File: src/rtl/io_periph_pkg.sv
// Shared definitions for the IO peripheral block: register map, status layout
// and UART transmitter states.
package io_periph_pkg;

    localparam logic [3:0] OFF_LEDS        = 4'd0;
    localparam logic [3:0] OFF_UART_DATA   = 4'd1;
    localparam logic [3:0] OFF_UART_STATUS = 4'd2;
    localparam logic [3:0] OFF_CYCLE       = 4'd3;

    localparam int ST_BUSY      = 0;
    localparam int ST_FULL      = 1;
    localparam int ST_EMPTY     = 2;
    localparam int ST_OVERFLOW  = 3;
    localparam int ST_COUNT_LSB = 8;
    localparam int ST_COUNT_W   = 5;

    typedef enum logic [1:0] {
        TX_IDLE,
        TX_START,
        TX_DATA,
        TX_STOP
    } tx_state_e;

endpackage

File: src/rtl/io_uart_tx.sv
// 8N1 UART transmitter. Pulls bytes from an external FIFO through a
// valid/ready handshake; the line idles high.
module io_uart_tx
    import io_periph_pkg::*;
#(
    parameter int CLKS_PER_BIT = 217
) (
    input  logic       clk_i,
    input  logic       reset_i,
    input  logic       data_valid_i,
    input  logic [7:0] data_i,
    output logic       data_ready_o,
    output logic       tx_o,
    output logic       busy_o
);
    localparam int              CNT_W       = $clog2(CLKS_PER_BIT);
    localparam logic [CNT_W-1:0] BAUD_RELOAD = CNT_W'(CLKS_PER_BIT - 1);

    tx_state_e        state_q, state_d;
    logic [CNT_W-1:0] baud_q, baud_d;
    logic [2:0]       bit_idx_q, bit_idx_d;
    logic [7:0]       shift_q, shift_d;
    logic             bit_done;
    logic             pop;

    assign bit_done = (baud_q == '0);
    // Ready in IDLE or on the last STOP cycle, so back-to-back frames have no gap.
    assign data_ready_o = (state_q == TX_IDLE) || ((state_q == TX_STOP) && bit_done);
    assign pop = data_valid_i && data_ready_o;

    always_ff @(posedge clk_i or negedge reset_i) begin
        if (!reset_i) begin
            state_q   <= TX_IDLE;
            baud_q    <= '0;
            bit_idx_q <= 3'd0;
            shift_q   <= 8'd0;
        end else begin
            state_q   <= state_d;
            baud_q    <= baud_d;
            bit_idx_q <= bit_idx_d;
            shift_q   <= shift_d;
        end
    end

    always_comb begin
        state_d   = state_q;
        baud_d    = baud_q;
        bit_idx_d = bit_idx_q;
        shift_d   = shift_q;
        case (state_q)
            TX_IDLE: begin
                if (pop) begin
                    state_d = TX_START;
                    baud_d  = BAUD_RELOAD;
                    shift_d = data_i;
                end
            end
            TX_START: begin
                if (bit_done) begin
                    state_d   = TX_DATA;
                    baud_d    = BAUD_RELOAD;
                    bit_idx_d = 3'd0;
                end else begin
                    baud_d = baud_q - 1'b1;
                end
            end
            TX_DATA: begin
                if (bit_done) begin
                    baud_d  = BAUD_RELOAD;
                    shift_d = {1'b0, shift_q[7:1]};
                    if (bit_idx_q == 3'd7) begin
                        state_d = TX_STOP;
                    end else begin
                        bit_idx_d = bit_idx_q + 3'd1;
                    end
                end else begin
                    baud_d = baud_q - 1'b1;
                end
            end
            TX_STOP: begin
                if (bit_done) begin
                    if (pop) begin
                        state_d = TX_START;
                        baud_d  = BAUD_RELOAD;
                        shift_d = data_i;
                    end else begin
                        state_d = TX_IDLE;
                    end
                end else begin
                    baud_d = baud_q - 1'b1;
                end
            end
            default: state_d = TX_IDLE;
        endcase
    end

    always_comb begin
        tx_o   = 1'b1;
        busy_o = (state_q != TX_IDLE);
        case (state_q)
            TX_START: tx_o = 1'b0;
            TX_DATA:  tx_o = shift_q[0];
            default:  tx_o = 1'b1;
        endcase
    end

endmodule

File: src/rtl/io_periph.sv
// Memory-mapped IO block: LED register, free-running cycle counter and a
// FIFO-buffered UART transmitter.
module io_periph
    import io_periph_pkg::*;
#(
    parameter int CLKS_PER_BIT = 217,
    parameter int FIFO_DEPTH   = 16
) (
    input  logic        clk_i,
    input  logic        reset_i,
    input  logic [31:0] IO_memAddr_i,
    input  logic [31:0] IO_memWData_i,
    input  logic        IO_memWr_i,
    output logic [31:0] IO_memRData_o,
    output logic [7:0]  leds_o,
    output logic        uart_tx_o
);
    localparam int               PTR_W = $clog2(FIFO_DEPTH);
    localparam int               CNT_W = PTR_W + 1;
    localparam logic [CNT_W-1:0] DEPTH = CNT_W'(FIFO_DEPTH);

    logic [7:0]       fifo_mem [FIFO_DEPTH];
    logic [PTR_W-1:0] wr_ptr_q, wr_ptr_d, rd_ptr_q, rd_ptr_d;
    logic [CNT_W-1:0] count_q, count_d;
    logic [7:0]       leds_q, leds_d;
    logic [31:0]      cycle_q, cycle_d;
    logic             ovf_q, ovf_d;

    logic [3:0]  word;
    logic        wr_leds, wr_data, wr_status, wr_cycle;
    logic        full, empty, push, pop, tx_ready, tx_busy;
    logic [31:0] count_ext;
    logic [4:0]  count_field;
    logic [31:0] status;
    logic        unused_addr_bits;

    assign word             = IO_memAddr_i[5:2];
    assign unused_addr_bits = ^{IO_memAddr_i[31:6], IO_memAddr_i[1:0]};
    assign wr_leds   = IO_memWr_i && (word == OFF_LEDS);
    assign wr_data   = IO_memWr_i && (word == OFF_UART_DATA);
    assign wr_status = IO_memWr_i && (word == OFF_UART_STATUS);
    assign wr_cycle  = IO_memWr_i && (word == OFF_CYCLE);

    assign full  = (count_q == DEPTH);
    assign empty = (count_q == '0);
    assign pop   = !empty && tx_ready;
    // A full FIFO still accepts a write when the transmitter pops in the same cycle.
    assign push  = wr_data && (!full || pop);

    always_comb begin
        wr_ptr_d = push ? wr_ptr_q + PTR_W'(1) : wr_ptr_q;
        rd_ptr_d = pop  ? rd_ptr_q + PTR_W'(1) : rd_ptr_q;
        count_d  = count_q + CNT_W'(push) - CNT_W'(pop);
        leds_d   = wr_leds ? IO_memWData_i[7:0] : leds_q;
        cycle_d  = wr_cycle ? IO_memWData_i : cycle_q + 32'd1;
        ovf_d    = ovf_q;
        if (wr_status && IO_memWData_i[ST_OVERFLOW]) ovf_d = 1'b0;
        if (wr_data && !push)                       ovf_d = 1'b1;
    end

    always_ff @(posedge clk_i or negedge reset_i) begin
        if (!reset_i) begin
            wr_ptr_q <= '0;
            rd_ptr_q <= '0;
            count_q  <= '0;
            leds_q   <= 8'd0;
            cycle_q  <= 32'd0;
            ovf_q    <= 1'b0;
        end else begin
            wr_ptr_q <= wr_ptr_d;
            rd_ptr_q <= rd_ptr_d;
            count_q  <= count_d;
            leds_q   <= leds_d;
            cycle_q  <= cycle_d;
            ovf_q    <= ovf_d;
        end
    end

    always_ff @(posedge clk_i) begin
        if (push) fifo_mem[wr_ptr_q] <= IO_memWData_i[7:0];
    end

    io_uart_tx #(
        .CLKS_PER_BIT(CLKS_PER_BIT)
    ) u_tx (
        .clk_i       (clk_i),
        .reset_i     (reset_i),
        .data_valid_i(!empty),
        .data_i      (fifo_mem[rd_ptr_q]),
        .data_ready_o(tx_ready),
        .tx_o        (uart_tx_o),
        .busy_o      (tx_busy)
    );

    assign count_ext   = 32'(count_q);
    assign count_field = (count_ext > 32'd31) ? 5'd31 : count_ext[4:0];

    always_comb begin
        status = 32'd0;
        status[ST_BUSY]     = tx_busy;
        status[ST_FULL]     = full;
        status[ST_EMPTY]    = empty;
        status[ST_OVERFLOW] = ovf_q;
        status[ST_COUNT_LSB +: ST_COUNT_W] = count_field;
    end

    always_comb begin
        case (word)
            OFF_LEDS:        IO_memRData_o = {24'd0, leds_q};
            OFF_UART_STATUS: IO_memRData_o = status;
            OFF_CYCLE:       IO_memRData_o = cycle_q;
            default:         IO_memRData_o = 32'd0;
        endcase
    end

    assign leds_o = leds_q;

endmodule

File: config.mk
export PLATFORM = sky130hd
export DESIGN_NAME = io_periph
export DESIGN_NICKNAME = d
export VERILOG_FILES = /design/src/rtl/io_periph_pkg.sv /design/src/rtl/io_uart_tx.sv /design/src/rtl/io_periph.sv
export SDC_FILE = /design/constraint.sdc
export NUM_CORES = 1
export LEC_CHECK = 0
export CAP_MARGIN = 30
export CORE_MARGIN = 3
export CORE_UTILIZATION = 45
export CTS_CLUSTER_DIAMETER = 200
export DETAILED_ROUTE_END_ITERATION = 12
export PLACE_DENSITY = 0.8
export RECOVER_POWER = 50
export SETUP_SLACK_MARGIN = 0.2
export SYNTH_ARGS = -nofsm -noshare
export SYNTH_HDL_FRONTEND = slang
export SYNTH_SLANG_ARGS = --single-unit
File: constraint.sdc
create_clock -name clk_i -period 3.2 [get_ports clk_i]
set_clock_uncertainty 0.05 [all_clocks]
set_input_delay 0.96 -clock clk_i [delete_from_list [all_inputs] [get_ports clk_i]]
set_output_delay 0.96 -clock clk_i [all_outputs]
set_load 0.03 [all_outputs]
=== Yosys cells after proc, flatten, opt, wreduce, memory -nomap -nowiden ===
Memories as Yosys holds them, arrays and structs flattened.
Index checks and enable logic that the tools add are counted.

* Add/subtract/negate cells: 7
* $mul: 0
* Div/mod/pow operators: 0
* Magnitude comparators: 1
* Eq/ne operators: 14
* Shift-type cells: 0
* Multiplexer cells: 27
* Bitwise logic cells: 0
* Reduce and logical (&&, ||, !) cells: 26

{| class="wikitable"
|+ Operator list
! cell !! count
|-
| case mux 32 bit (3 select lines) || 1
|-
| 2-to-1 mux 8 bit || 6
|-
| case mux 8 bit (3 select lines) || 2
|-
| adder 32 x 1 -> 32 bit, second input constant || 1
|-
| 2-to-1 mux 32 bit || 1
|-
| 2-to-1 mux 2 bit || 5
|-
| logical AND 1 bit || 9
|-
| 2-to-1 mux 3 bit || 3
|-
| adder 4 x 1 -> 4 bit, second input constant || 2
|-
| equality test 4 x 2 -> 1 bit, second input constant || 2
|-
| zero test 8 bit || 1
|-
| inequality test 2 x 1 -> 1 bit, second input constant || 4
|-
| case mux 2 bit (4 select lines) || 1
|-
| subtractor 8 x 1 -> 8 bit, second input constant || 1
|-
| case mux 3 bit (2 select lines) || 1
|-
| nonzero test 2 bit || 3
|-
| adder 5 x 1 -> 5 bit || 1
|-
| equality test 5 bit, second input constant || 1
|-
| > comparator 5 bit, second input constant || 1
|-
| zero test 5 bit || 1
|-
| 2-to-1 mux 1 bit || 5
|-
| 2-to-1 mux 5 bit || 1
|-
| AND reduction 5 bit || 1
|-
| subtractor 5 x 1 -> 5 bit || 1
|-
| other kinds (15) || 20
|}

* Register bits: 75
* Bits in latches: 0
* Bits in writable memories: 128
* Bits in read-only memories: 0
* Output and inout port bits: 41
* Memories: 1

{| class="wikitable"
|+ Memory list
! name !! words !! bits a word !! rd ports !! clocked after memory_dff !! write ports !! RTL line !! RTL
|-
| fifo_mem || 16 || 8 || 1 || 0 || 1 || io_periph.sv:22 || <nowiki>logic [7:0] fifo_mem [FIFO_DEPTH];</nowiki>
|}

=== Longest topological paths before layout ===
Gate-level depths: netlist of the first run.

* Depth after elaboration: 9
* Mapped depth: 14
* Depth with buffers taken out: 14

=== Cells and area by module ===
A second synthesis of the first run with hierarchy kept.

* Cell total of the unflattened synthesis: 721
* Area, all modules: 9873.2 um^2

{| class="wikitable"
|+ Modules (own cells, without submodules)
! module !! instances !! cells each !! area an instance (um^2)
|-
| io_periph || 1 || 551 || 8185.4
|-
| io_uart_tx || 1 || 170 || 1687.9
|}

=== Least setup slack after synthesis of the first run ===
Ideal clock, no wire load.

* Path kind: reg2reg
* Start point: register u_tx.baud_q[0]
* End point: register count_q[4]
* Arrival time: 2.932 ns
* Data required time: 3.071 ns
* Setup slack: 0.139 ns
* Stages on the path, launching flop included: 15
* Cells stage by stage: dfrtp_1 > inv_1 > ha_1 > nor4b_4 > a31oi_1 > a31oi_2 > inv_1 > ha_1 > inv_1 > ha_1 > fa_1 > a21oi_1 > nor2_1 > nor2_1 > xor2_1

* Word-level cells in the longest chain between the ends: 8

{| class="wikitable"
|+ Ends and longest elaborated chain
! element !! RTL line !! RTL
|-
| start, declared || io_uart_tx.sv:20 || <nowiki>logic [CNT_W-1:0] baud_q, baud_d;</nowiki>
|-
| start signal, assigned || io_uart_tx.sv:39 || <nowiki>baud_q <= baud_d;</nowiki>
|-
| zero test 8 bit * || io_uart_tx.sv:26 || <nowiki>assign bit_done = (baud_q == '0);</nowiki>
|-
| logical AND 1 bit * || io_uart_tx.sv:28 || <nowiki>assign data_ready_o = (state_q == TX_IDLE) || ((state_q == TX_STOP) && bit_done);</nowiki>
|-
| logical OR 1 bit * || io_uart_tx.sv:28 ||
|-
| logical AND 1 bit * || io_periph.sv:46 || <nowiki>assign pop = !empty && tx_ready;</nowiki>
|-
| logical OR 1 bit || io_periph.sv:48 || <nowiki>assign push = wr_data && (!full || pop);</nowiki>
|-
| logical AND 1 bit || io_periph.sv:48 ||
|-
| adder 5 x 1 -> 5 bit || io_periph.sv:53 || <nowiki>count_d = count_q + CNT_W'(push) - CNT_W'(pop);</nowiki>
|-
| subtractor 5 x 1 -> 5 bit * || io_periph.sv:53 ||
|-
| net count_d[4] || io_periph.sv:24 || <nowiki>logic [CNT_W-1:0] count_q, count_d;</nowiki>
|-
| end signal, assigned || io_periph.sv:72 || <nowiki>count_q <= count_d;</nowiki>
|-
| end, declared || io_periph.sv:24 ||
|}

The timed path passes the listed nets; every way through them passes the cells marked *.
A chain may end at the register's enable or synchronous reset.

=== Worst setup path after layout of the first run ===
* Start point: input IO_memAddr_i[4]
* End point: output IO_memRData_o[9]

* Word-level cells in the longest chain between the ends: 2

{| class="wikitable"
|+ Ends and longest elaborated chain
! element !! RTL line !! RTL
|-
| start, declared || io_periph.sv:11 || <nowiki>input logic [31:0] IO_memAddr_i,</nowiki>
|-
| equality test 4 x 2 -> 1 bit or zero test 4 bit (tied branches) || io_periph.sv:108 || <nowiki>case (word)</nowiki>
|-
| case mux 32 bit (3 select lines) * || io_periph.sv:108 ||
|-
| end, declared || io_periph.sv:14 || <nowiki>output logic [31:0] IO_memRData_o,</nowiki>
|}

Every way passes the cells marked *; elsewhere a longest branch is shown, timed or not.

==> summary.log, run 1 <==
qor: setup_path.endpoint_kind output pin
qor: logic_synthesis.yosys.area.top_type edfxtp_1
qor: routing.maxUsedRoutingLayer met4
qor: setup_path.arrival 1.99 ns
qor: power.power_switching 1960 µW
qor: logic_synthesis.most_repeated_cell_in_the_gate_level_netlist_after_synthesis edfxtp_1
qor: final_layout.net_count_reported_at_finish 933
qor: power.leakage 0.00438 µW
qor: floorplan.effective_utilization_at_floorplan 46.0%
qor: grt.antenna_found_initial 0
qor: sta.tightestPinTransition 1.69 ns
qor: place.gpl.final_weighted_congestion 0.826
qor: flow_run.number_of_max_cap_violations 2
qor: power.power_density 581 nW/µm²
qor: sta.setup-tns-final 0 ns
qor: sta.finalCritPeriodShare 93.9%
qor: power.p_int 4840 µW
qor: sta.maxSlewViolCount 78
qor: floorplan.chipHeight 150 µm
qor: logic_synthesis.ys_dominant_reg_cell edfxtp_1
qor: floorplan.die_footprint 22,600 µm²
qor: power.pwr-share-seq 49.8%
qor: setup_path.rr_startpoint u_tx.baud_q[1]$_DFF_PN0_
qor: logic_synthesis.syn_area 9380 µm²
qor: setup_path.regToRegEndpoint count_q[4]$_DFF_PN0_
qor: logic_synthesis.synth.avg_cell_area 13.2 µm²
qor: routing.met3_wirelength 1430 µm
qor: routing.totalWireLength 22,400 µm
qor: logic_synthesis.synth_common_cells edfxtp_1 (128), dfrtp_1 (75), nor2_1 (71), nand2_1 (58), a21oi_1 (39)
qor: hold_path.min_delay_path_class primary input to asynchronous set/reset pin
qor: status.run_status finished, violations left
qor: final_layout.area.growth.synth_to_final 24.8%
qor: cts.clock_transition_at_the_registers_of_the_reported_paths 0.06 ns
qor: routing.route.layer.met1.wl 9070 µm
qor: setup_path.critical_path.slowest_cell and3_4
qor: logic_synthesis.ys_warn_count 0
qor: floorplan.io-pin-count 108
qor: setup_path.timing.critical_path.to IO_memRData_o[9]
qor: grt.global_route.usage.total 19.7%
qor: setup_path.critical_path_required 2.19 ns
qor: cts.cts_inserted_buffers 21
qor: sta.unrepaired_setup_endpoints_after_global_routing true
qor: setup_path.crit_chain buf_6 > nor2_4 > and3_4 > buf_12 > buf_12 > nand2_2 > o21ai_2 > buf_6
qor: power.clock_network_fraction_of_total_power 31.9%
qor: power.netSwitchingFraction 28.9%
qor: cts.clock-sinks 203
qor: cts.cts_root_buffer clkbuf_16
qor: sta.period_minus_slack 3.00 ns
qor: cts.cts_buffer_depth 3
qor: cts.tritoncts_clock_tree built
qor: logic_synthesis.synth_seq_area_share 61.0%
qor: logic_synthesis.ys_async_sr_fraction 36.9%
qor: routing.final_antenna_net_count 0
qor: setup_path.timing.critical_path.from IO_memAddr_i[4]
qor: grt.first_global_vias 6,304
qor: grt.globalRoute.totalOverflow 0
qor: logic_synthesis.synthCells 711
qor: floorplan.dieWidth 150 µm
qor: logic_synthesis.number_of_synthesized_flops_with_an_enable_pin 128
qor: cts.worstSkewPairLatency 0.50 ns
qor: floorplan.floorplan.core_area 20,400 µm²
qor: sta.max_slew_margin -12.5%
qor: power.power.ir.vdd_worst 0.000405 V
qor: setup_path.rrSetupSlack 0.23 ns
qor: sta.finalWorstSetupSlack 0.196 ns
qor: grt.grt_pass1_wl 34,800 µm
qor: setup_path.critPathLaunchType primary input
qor: logic_synthesis.yosys_register_bits 203
qor: cts.clock_tree.htree_level_count 1
qor: floorplan.fp-row-count 52
qor: place.placement.setup.worst_slack -0.369 ns
qor: logic_synthesis.synth_largest_type_area_fraction 41.0%
qor: status.violated_checks max-capacitance violations, max-slew violations
qor: routing.detailedRoute.firstIterationViolations 525
qor: setup_path.ff2ff_path_depth 15
qor: routing.wl_per_cell 19.9 µm
qor: sta.achievable-frequency 333 MHz
qor: place.place.port_buffers 79
qor: routing.dr.pass1.iters 5
qor: sta.hold_viol_final 0
qor: logic_synthesis.synth.top_cells.by_area edfxtp_1 (41%), dfrtp_1 (20%), mux4_2 (7.7%), ha_1 (3.2%), nor2_1 (2.8%)
qor: grt.maximum_number_of_pins_on_one_net_before_global_route_repair 42
qor: final_layout.layout-drive-gt1-share 24.2%
qor: routing.routed-via-count 6,412
qor: final_layout.antenna-diode-count 0
qor: sta.finalSetupViolations 0
qor: power.combinationalPowerShare 18.3%
qor: routing.vias_per_cell 5.69
qor: logic_synthesis.synth_fp_nets 803
qor: place.hpwl 13,600 µm
qor: routing.met2RoutedLength 11,300 µm
qor: setup_path.worst-setup-path-type primary input to output pin
qor: setup_path.crit_path_max_fanout 7
qor: setup_path.max_stage_delay 0.25 ns
qor: logic_synthesis.synth.lib_cells_used.distinct 56
qor: routing.drt_drc_violations_left 0
-- layout by cell type (no fill, tap or decap), drive strengths merged, types with 3 or more instances in the layout --
master / instances
nor2b: 4
clkbuf: 36
a22oi: 15
xor2: 17
a31oi: 7
nor4: 7
nor3b: 3
ha: 24
nand2: 58
dlygate4sd3: 8
nand3b: 8
a21o: 3
dfrtp: 75
or2: 3
xnor2: 23
nand4: 18
a21oi: 39
mux2i: 3
o21ai: 14
nand3: 25
edfxtp: 128
a22o: 10
nor3: 17
mux4: 32
and3: 3
nor2: 71
and2: 23
buf: 86
clkdlybuf4s50: 33
clkinv: 7
inv: 21
mux2: 11
-- layer usage --
layer / global-route usage (%) / vias up
li1: - / 2914
met1: 27.3 / 3196
met2: 32.1 / 255
met3: 3.04 / 47
met4: 6.40 / 0
met5: 0 / -
-- power by group through the flow --
stage | Clock (µW) | Combinational [µW] | Sequential (µW)
finish | 2170 | 1240 | 3390
global route | 2320 | 1380 | 3410
CTS | 2200 | 1130 | 3360
detailed placement | 0 | 1060 | 3410
global placement | 0 | 1020 | 3400
floorplan | 0 | 720 | 3350
-- worst min-delay path by stage --
stage	to	from	slack, ns
2_1_floorplan	ovf_q$_DFFE_PN0P_	ovf_q$_DFFE_PN0P_	0.42
3_3_place_gp	u_tx.shift_q[7]$_DFFE_PN0P_	u_tx.shift_q[7]$_DFFE_PN0P_	0.44
3_5_place_dp	ovf_q$_DFFE_PN0P_	ovf_q$_DFFE_PN0P_	0.45
4_1_cts	cycle_q[19]$_DFF_PN0_	reset_i	0.41
5_1_grt	cycle_q[19]$_DFF_PN0_	reset_i	0.42
6_report	cycle_q[19]$_DFF_PN0_	reset_i	0.38
-- kinds of logic (layout without fill, tap and decap cells) --
kind of cell | after synthesis | count (layout) | share of synthesized area (%)
xor gates and xnor gates | 40 | 40 | 3.74
adders and majority gates | 25 | 25 | 3.42
and+or+nand+nor | 248 | 248 | 13.6
muxes | 46 | 46 | 9.33
DFF | 203 | 203 | 61.0
AOI/OAI and AO/OA | 101 | 101 | 6.94
buffers and inverters | 48 | 193 | 1.97
-- final cells by class --
class	count	area [µm²]
Clock inverter	8	35.0
Inverter	20	75.1
Timing Repair Buffer	135	1310
Multi-Input combinational cell	460	3660
Clock buffer	30	559
Tap cell	270	338
Fill cell	1520	8660
Sequential cell	203	5730
-- repair_timing --
action                                  4_1_cts  5_1_grt
gates resized for setup                      56       56
gates cloned                                  1        1
endpoints found under the setup margin       34       33
pin swaps                                     7       14
endpoints found under the hold margin         0        0
hold buffers                                  0        0
buffers inserted                              8        5
-- metrics by stage --
| stage | total power, µW | instance area [µm²] | std cells | hold WS, ns | util (%) |
|---|---|---|---|---|---|
| after floorplan | 4070 | 9400 | 711 | 0.418 | - |
| after global routing | 7110 | 11700 | 1126 | 0.417 | 57.5 |
| final | 6800 | 11700 | 1126 | 0.381 | 57.5 |
| after global placement | 4420 | 10700 | 1073 | 0.438 | 52.4 |
| after CTS | 6700 | 11500 | 1120 | 0.409 | 56.5 |
| after detailed placement | 4470 | 10700 | 1073 | 0.452 | 52.4 |
-- sequential cells by signal (all words and copies together) (netlist names), 2 cells and up --
signal,cells
cycle_q,32
u_tx.bit_idx_q,3
fifo_mem,128
count_q,5
rd_ptr_q,4
u_tx.shift_q,8
u_tx.baud_q,8
u_tx.state_q,2
wr_ptr_q,4
leds_o,8
-- critical path, delay by kind of cell --
kind | cells | cell delay, ns
buffers and inverters | 4 | 0.52
AOI/OAI and AO/OA | 1 | 0.09
and+or+nand+nor | 3 | 0.42
(Power assumes the default switching activity.)
==> inputs of run 2 (changes only) <==
==> constraint.sdc (replaced) <==
create_clock -name clk_i -period 2.4 [get_ports clk_i]
set_clock_uncertainty 0.05 [all_clocks]
set_input_delay 0.72 -clock clk_i [delete_from_list [all_inputs] [get_ports clk_i]]
set_output_delay 0.72 -clock clk_i [all_outputs]
set_load 0.03 [all_outputs]
==> run 2 against run 1 <==
  * The run ends with negative setup slack left
  * Hold slack worse by 0.055 ns
  * Total power is 51% higher
  * Core utilization is 7.2 points higher
  * Final cell count is 7.4% higher
  * Design area is 12% higher
  * Register-to-register slack worse by 0.67 ns
  * Setup slack worse by 0.63 ns
  * Routed wire length is 12% higher
  * Clock-buffer cell count is 3 lower
  * Critical path depth is 6 higher
  * Global-route usage is 2.2 points higher
  * Sequential share of layout area is 5.4 points lower
==> summary.log, run 2 (synthesis gave the netlist of run 1 again) <==
qor: status.run_status finished, violations left [unchanged]
qor: status.violated_checks negative setup slack [was max-capacitance violations, max-slew violations]
qor: sta.max_slew_margin 31.6% [was -12.5%]
qor: place.place.port_buffers 79 [unchanged]
qor: power.netSwitchingFraction 30.2% [was 28.9%]
qor: setup_path.rrSetupSlack -0.44 ns [was 0.23 ns]
qor: routing.final_antenna_net_count 0 [unchanged]
qor: flow_run.number_of_max_cap_violations 0 [was 2]
qor: grt.maximum_number_of_pins_on_one_net_before_global_route_repair 47 [was 42]
qor: final_layout.net_count_reported_at_finish 1,015 [was 933]
qor: floorplan.dieWidth 150 µm [unchanged]
qor: routing.vias_per_cell 5.79 [was 5.69]
qor: floorplan.fp-row-count 52 [unchanged]
qor: sta.maxSlewViolCount 0 [was 78]
qor: routing.totalWireLength 25,200 µm [was 22,400 µm]
qor: sta.finalWorstSetupSlack -0.435 ns [was 0.196 ns]
qor: power.clock_network_fraction_of_total_power 33.2% [was 31.9%]
qor: sta.unrepaired_setup_endpoints_after_global_routing true [unchanged]
qor: cts.worstSkewPairLatency 0.52 ns [was 0.50 ns]
qor: cts.cts_inserted_buffers 23 [was 21]
qor: power.finalPower 10,200 µW [was 6800 µW]
qor: setup_path.critPathLaunchType register [was primary input]
qor: cts.cts_buffer_depth 3 [unchanged]
qor: final_layout.regMostFlops fifo_mem [unchanged]
qor: final_layout.antenna-diode-count 0 [unchanged]
qor: floorplan.floorplan.core_area 20,400 µm² [unchanged]
qor: routing.drt_drc_violations_left 0 [unchanged]
qor: routing.detailedRoute.firstIterationViolations 644 [was 525]
qor: sta.finalCritPeriodShare 118%
qor: power.power.ir.vdd_worst 0.000586 V [was 0.000405 V]
qor: setup_path.regToRegEndpoint count_q[4]$_DFF_PN0_ [unchanged]
qor: sta.period_minus_slack 2.84 ns
qor: final_layout.layout-drive-gt1-share 37.6% [was 24.2%]
qor: power.power_density 778 nW/µm² [was 581 nW/µm²]
qor: final_layout.area.growth.synth_to_final 40.4% [was 24.8%]
qor: place.dp_cells 1,124 [was 1,073]
qor: floorplan.io-pin-count 108 [unchanged]
qor: cts.clock_transition_at_the_registers_of_the_reported_paths 0.06 ns [about the same]
qor: grt.globalRoute.totalOverflow 0 [unchanged]
qor: grt.antenna_found_initial 0 [unchanged]
qor: setup_path.ff2ff_path_depth 14 [was 15]
qor: final_layout.most-common-layout-cells edfxtp_1 (128), buf_4 (84), dfrtp_1 (74) [was edfxtp_1 (128), dfrtp_1 (71), nor2_1 (70)]
qor: power.power_switching 3090 µW [was 1960 µW]
qor: grt.global_route.usage.total 21.9% [was 19.7%]
qor: grt.grt_pass1_wl 39,000 µm [was 34,800 µm]
qor: sta.finalSetupViolations 68 [was 0]
qor: final_layout.final-instance-count-excl-fill 1,209 [was 1,126]
qor: floorplan.chipHeight 150 µm [unchanged]
qor: setup_path.worst-setup-path-type register to register [was primary input to output pin]
qor: power.leakage 0.00500 µW [was 0.00438 µW]
qor: place.gpl.final_weighted_congestion 0.815 [was 0.826]
qor: sta.hold_viol_final 0 [unchanged]
qor: power.p_int 7150 µW [was 4840 µW]
qor: cts.tritoncts_clock_tree built [unchanged]
qor: sta.achievable-frequency 353 MHz
qor: sta.tightestPinTransition 1.03 ns [was 1.69 ns]
qor: setup_path.timing.critical_path.from u_tx.baud_q[1]$_DFF_PN0_ [was IO_memAddr_i[4]]
qor: final_layout.final_common_cell edfxtp_1 [unchanged]
qor: cts.clock_tree.htree_level_count 1 [unchanged]
qor: power.pwr-share-seq 44.1% [was 49.8%]
qor: final_layout.largest_reg_flops 128 [unchanged]
qor: routing.dr.pass1.iters 6 [was 5]
qor: setup_path.timing.critical_path.to count_q[4]$_DFF_PN0_ [was IO_memRData_o[9]]
qor: setup_path.endpoint_kind register [was output pin]
qor: setup_path.rr_startpoint u_tx.baud_q[1]$_DFF_PN0_ [unchanged]
qor: hold_path.min_delay_path_class primary input to asynchronous set/reset pin [unchanged]
qor: grt.first_global_vias 7,129 [was 6,304]
qor: setup_path.arrival 3.21 ns [was 1.99 ns]
qor: floorplan.die_footprint 22,600 µm² [unchanged]
qor: floorplan.effective_utilization_at_floorplan 46.0% [unchanged]
qor: final_layout.biggestRegsByFlops fifo_mem: 128 flops, cycle_q: 32 flops [unchanged]
qor: cts.clock-sinks 203 [unchanged]
qor: routing.routed-via-count 6,998 [was 6,412]
qor: cts.cts_root_buffer clkbuf_16 [unchanged]
qor: power.combinationalPowerShare 22.7% [was 18.3%]
qor: place.hpwl 14,800 µm [was 13,600 µm]
qor: setup_path.crit_path_max_fanout 3 [was 7]
qor: routing.wl_per_cell 20.8 µm [was 19.9 µm]
qor: setup_path.critical_path_required 2.77 ns [was 2.19 ns]
==> run 2: how the worst min path moves through the flow <==
stage,start,endpoint,slack (ns)
2_1_floorplan,reset_i,count_q[0]$_DFF_PN0_,0.37
3_3_place_gp,u_tx.shift_q[7]$_DFFE_PN0P_,u_tx.shift_q[7]$_DFFE_PN0P_,0.44
3_5_place_dp,u_tx.shift_q[7]$_DFFE_PN0P_,u_tx.shift_q[7]$_DFFE_PN0P_,0.45
4_1_cts,reset_i,cycle_q[10]$_DFF_PN0_,0.13
5_1_grt,reset_i,cycle_q[10]$_DFF_PN0_,0.37
6_report,reset_i,cycle_q[10]$_DFF_PN0_,0.33
==> run 2: what timing repair did <==
item,in CTS,in global routing
buffers inserted,30,11
hold buffers,0,0
endpoints found under the hold margin,0,0
gates resized for setup,103,26
cloned,2,1
pin swaps,22,15
endpoints found under the setup margin,174,170
==> run 2: critical path, stage by stage, from the launching register on <==
cell,delay [ns]
dfrtp_1,0.39
inv_2,0.09
ha_4,0.14
nor4b_4,0.29
a31oi_4,0.18
a31oi_4,0.22
inv_2,0.07
ha_4,0.26
inv_2,0.04
ha_4,0.16
fa_2,0.35
a21oi_2,0.13
nor2_1,0.05
nor2_1,0.12
xor2_1,0.21
==> run 2: stage by stage <==
step	setup TNS [ns]	utilization [%]	hold WS, ns	instance area [µm²]	worst slack [ns]
5_1_grt	-17.06	64.7	0.374	13200	-0.565
3_3_place_gp	-70.03	57.2	0.441	11600	-0.744
4_1_cts	-7.07	63.8	0.131	13000	-0.298
3_5_place_dp	-75.76	57.2	0.454	11600	-0.806
6_report	-6.43	64.7	0.325	13200	-0.435
2_1_floorplan	-0.644	-	0.374	9820	-0.366
==> run 2: final cells by class <==
cell class,instances,area [µm²]
Inverter,20,75.1
Sequential cell,203,5720
Clock buffer,27,591
Timing Repair Buffer,215,2230
Clock inverter,14,140
Tap cell,270,338
Multi-Input combinational cell,460,4070
Fill cell,1307,7200
==> run 2: power by group through the flow <==
stage	registers (µW)	logic, µW	clock network [µW]
global placement	4530	1710	0
detailed placement	4550	1760	0
finish	4520	2320	3400
CTS	4490	2160	3440
floorplan	4490	1120	0
global route	4550	2490	3590
==> run 2: routing by layer <==
| metal | wire [µm] | vias up | track usage (%) |
|---|---|---|---|
| met1 | 9850 | 3500 | 28.6 |
| met2 | 12700 | 338 | 37.6 |
| met4 | 894 | 0 | 7.32 |
| li1 | - | 3085 | - |
| met3 | 1740 | 75 | 3.28 |
| met5 | 0 | - | 0 |
==> inputs of run 3 (changes only) <==
--- a/config.mk
+++ b/config.mk
@@ -10,7 +10,8 @@
 export CORE_UTILIZATION = 45
 export CTS_CLUSTER_DIAMETER = 200
 export DETAILED_ROUTE_END_ITERATION = 12
-export PLACE_DENSITY = 0.8
+export DONT_BUFFER_PORTS = 1
+export PLACE_DENSITY = 0.73
 export RECOVER_POWER = 50
 export SETUP_SLACK_MARGIN = 0.2
 export SYNTH_ARGS = -nofsm -noshare
==> run 3 against run 2 <==
  * Maximum frequency shrank 3.2%
  * Non-clock buffer count fell by 102
  * First-iteration DRC count decreased by 16%
  * Global-route usage down 1.5 points
  * Total power is 3.4% higher
  * Clock-buffer cell count decreased by 2
  * Critical path depth unchanged
  * Clock power rose by 7.6%
  * Combinational power increased by 2%
  * Routed wire length down 5.3%
  * The run ends with negative hold slack, negative setup slack left
  * Die area is the same
==> summary.log, run 3 (synthesis gave the netlist of run 1 again) <==
qor: floorplan.chipHeight 150 µm [unchanged]
qor: sta.tightestPinTransition 0.688 ns [was 1.03 ns]
qor: setup_path.rrSetupSlack -0.53 ns [was -0.44 ns]
qor: routing.dr.pass1.iters 7 [was 6]
qor: floorplan.floorplan.core_area 20,400 µm² [unchanged]
qor: grt.globalRoute.totalOverflow 0 [unchanged]
qor: sta.unrepaired_setup_endpoints_after_global_routing true [unchanged]
qor: sta.finalSetupViolations 85 [was 68]
qor: final_layout.final_common_cell edfxtp_1 [unchanged]
qor: final_layout.net_count_reported_at_finish 912 [was 1,015]
qor: power.netSwitchingFraction 29.3% [was 30.2%]
qor: cts.clock_transition_at_the_registers_of_the_reported_paths 0.07 ns [was 0.06 ns]
qor: setup_path.rr_startpoint u_tx.baud_q[1]$_DFF_PN0_ [unchanged]
qor: place.hpwl 13,900 µm [was 14,800 µm]
qor: routing.totalWireLength 23,900 µm [was 25,200 µm]
qor: sta.hold_viol_final 75 [was 0]
qor: grt.grt_pass1_wl 36,000 µm [was 39,000 µm]
qor: routing.vias_per_cell 5.86 [was 5.79]
qor: setup_path.ff2ff_path_depth 14 [unchanged]
qor: final_layout.layout-drive-gt1-share 37.2% [was 37.6%]
qor: cts.clock_tree.htree_level_count 1 [unchanged]
qor: setup_path.crit_path_max_fanout 4 [was 3]
qor: grt.maximum_number_of_pins_on_one_net_before_global_route_repair 76 [was 47]
qor: cts.tritoncts_clock_tree built [unchanged]
qor: setup_path.critPathLaunchType register [unchanged]
qor: sta.max_slew_margin 54.1% [was 31.6%]
qor: cts.cts_root_buffer clkbuf_16 [unchanged]
qor: floorplan.dieWidth 150 µm [unchanged]
qor: sta.period_minus_slack 2.93 ns [was 2.84 ns]
qor: power.power_density 858 nW/µm² [was 778 nW/µm²]
qor: grt.first_global_vias 6,541 [was 7,129]
qor: sta.maxSlewViolCount 0 [unchanged]
qor: hold_path.min_delay_path_class primary input to asynchronous set/reset pin [unchanged]
qor: power.combinationalPowerShare 22.3% [was 22.7%]
qor: final_layout.regMostFlops fifo_mem [unchanged]
qor: place.gpl.final_weighted_congestion 0.851 [was 0.815]
qor: floorplan.effective_utilization_at_floorplan 46.0% [unchanged]
qor: cts.cts_inserted_buffers 22 [was 23]
qor: grt.global_route.usage.total 20.4% [was 21.9%]
qor: final_layout.fill_cells 1,389 [was 1,307]
qor: routing.detailedRoute.firstIterationViolations 539 [was 644]
qor: power.power.ir.vdd_worst 0.000735 V [was 0.000586 V]
qor: floorplan.fp-row-count 52 [unchanged]
qor: flow_run.number_of_max_cap_violations 0 [unchanged]
qor: final_layout.area.growth.synth_to_final 31.6% [was 40.4%]
qor: power.pwr-share-seq 43.1% [was 44.1%]
qor: status.violated_checks negative hold slack, negative setup slack [was negative setup slack]
qor: place.dp_cells 1,004 [was 1,124]
qor: setup_path.critical_path_required 2.80 ns [was 2.77 ns]
qor: cts.cts_buffer_depth 3 [unchanged]
qor: sta.timing.hold.ws -0.153 ns [was 0.325 ns]
qor: place.place.port_buffers 0 [was 79]
qor: final_layout.antenna-diode-count 0 [unchanged]
qor: final_layout.largest_reg_flops 128 [unchanged]
qor: sta.finalWorstSetupSlack -0.528 ns [was -0.435 ns]
qor: cts.worstSkewPairLatency 0.52 ns [about the same]
qor: power.leakage 0.00452 µW [was 0.00500 µW]
qor: floorplan.io-pin-count 108 [unchanged]
qor: routing.final_antenna_net_count 0 [unchanged]
qor: setup_path.worst-setup-path-type register to register [unchanged]
qor: grt.antenna_found_initial 0 [unchanged]
qor: power.power_switching 3100 µW [was 3090 µW]
qor: setup_path.endpoint_kind register [unchanged]
qor: final_layout.final-instance-count-excl-fill 1,106 [was 1,209]
qor: floorplan.die_footprint 22,600 µm² [unchanged]
qor: power.clock_network_fraction_of_total_power 34.5% [was 33.2%]
qor: power.p_int 7490 µW [was 7150 µW]
qor: routing.wl_per_cell 21.6 µm [was 20.8 µm]
qor: final_layout.most-common-layout-cells edfxtp_1 (128), dfrtp_1 (72), buf_4 (60) [was edfxtp_1 (128), buf_4 (84), dfrtp_1 (74)]
qor: setup_path.regToRegEndpoint count_q[4]$_DFF_PN0_ [unchanged]
qor: sta.achievable-frequency 342 MHz [was 353 MHz]
qor: routing.routed-via-count 6,484 [was 6,998]
qor: routing.drt_drc_violations_left 0 [unchanged]
qor: final_layout.biggestRegsByFlops fifo_mem: 128 flops, cycle_q: 32 flops [unchanged]
qor: cts.clock-sinks 203 [unchanged]
qor: setup_path.arrival 3.33 ns [was 3.21 ns]
qor: sta.finalCritPeriodShare 122% [was 118%]
qor: place.placement.setup.worst_slack -0.256 ns [was -0.806 ns]
qor: status.run_status finished, violations left [unchanged]
==> run 3: cell types whose count changed in the layout (fill, tap and decap cells not counted), moves of 7 or more <==
| cell | before | now |
|---|---|---|
| buf_4 | 84 | 60 |
| dlygate4sd2_1 | 8 | 0 |
| buf_6 | 57 | 29 |
| clkdlybuf4s50_1 | 26 | 0 |
| dlygate4sd3_1 | 7 | 0 |
| clkbuf_1 | 9 | 1 |
==> run 3: how the worst max path moves through the flow <==
| stage | depth (start not counted) | end | startpoint |
|---|---|---|---|
| global route | 14 | count_q[4]$_DFF_PN0_ | u_tx.baud_q[1]$_DFF_PN0_ |
| floorplan | 14 | count_q[4]$_DFF_PN0_ | u_tx.baud_q[0]$_DFF_PN0_ |
| global placement | 12 | count_q[4]$_DFF_PN0_ | IO_memAddr_i[5] |
| CTS | 6 | IO_memRData_o[2] | count_q[3]$_DFF_PN0_ |
| detailed placement | 12 | count_q[4]$_DFF_PN0_ | IO_memAddr_i[5] |
| finish | 14 | count_q[4]$_DFF_PN0_ | u_tx.baud_q[1]$_DFF_PN0_ |
==> run 3: power by group through the flow <==
stage | sequential, µW | combinational (µW) | clock [µW]
2_1_floorplan | 4490 | 1120 | 0
3_3_place_gp | 4590 | 1360 | 0
3_5_place_dp | 4600 | 1440 | 0
4_1_cts | 4540 | 2070 | 3680
5_1_grt | 4620 | 2520 | 3830
6_report | 4570 | 2360 | 3660
==> run 3: repair_timing <==
| item | CTS | global route |
|---|---|---|
| hold endpoints to repair | 75 | 75 |
| buffers inserted | 43 | 17 |
| pin swaps | 31 | 32 |
| resized for setup | 73 | 20 |
| cloned | 2 | 0 |
| setup endpoints to repair | 165 | 176 |
==> run 3: layout make-up <==
class / count / area, µm² / share of cell area (%)
clock inverters: 15 / 199 / 1.61
flip-flops and latches: 203 / 5720 / 46.4
clock buffers: 25 / 593 / 4.81
multi-input cells: 460 / 4140 / 33.6
inverters: 20 / 75.1 / 0.608
well taps: 270 / 338 / 2.74
repair buffers: 113 / 1270 / 10.3
==> run 3: through the flow <==
stage          utilization [%]  area (µm²)  power (µW)  hold slack [ns]  setup TNS, ns
2_1_floorplan                -        9820        5610            0.374         -0.644
3_3_place_gp              51.5       10500        5950            0.378          -1.92
3_5_place_dp              51.5       10500        6040            0.379          -2.77
4_1_cts                   59.5       12100       10300           -0.163          -1.22
5_1_grt                   60.6       12300       11000           -0.164         -15.65
6_report                  60.6       12300       10600           -0.153          -5.80
==> run 3: layer usage <==
layer / share of wire [%] / global-route usage [%] / vias up
li1: - / - / 2874
met1: 39 / 26.0 / 3325
met2: 52 / 35.1 / 222
met3: 5.5 / 3.34 / 63
met4: 3.4 / 7.32 / 0
met5: 0 / 0 / -
==> run 3: critical path, cell delays in order, from the launching register on <==
cell and delay (ns):
dfrtp_1 0.39, inv_2 0.08, ha_4 0.12, nor4b_4 0.29, a31oi_4 0.19, a31oi_4 0.27
inv_2 0.08, ha_4 0.27, inv_2 0.04, ha_4 0.15, fa_2 0.36, a21oi_2 0.16
nor2_1 0.06, nor2_1 0.18, xor2_1 0.16
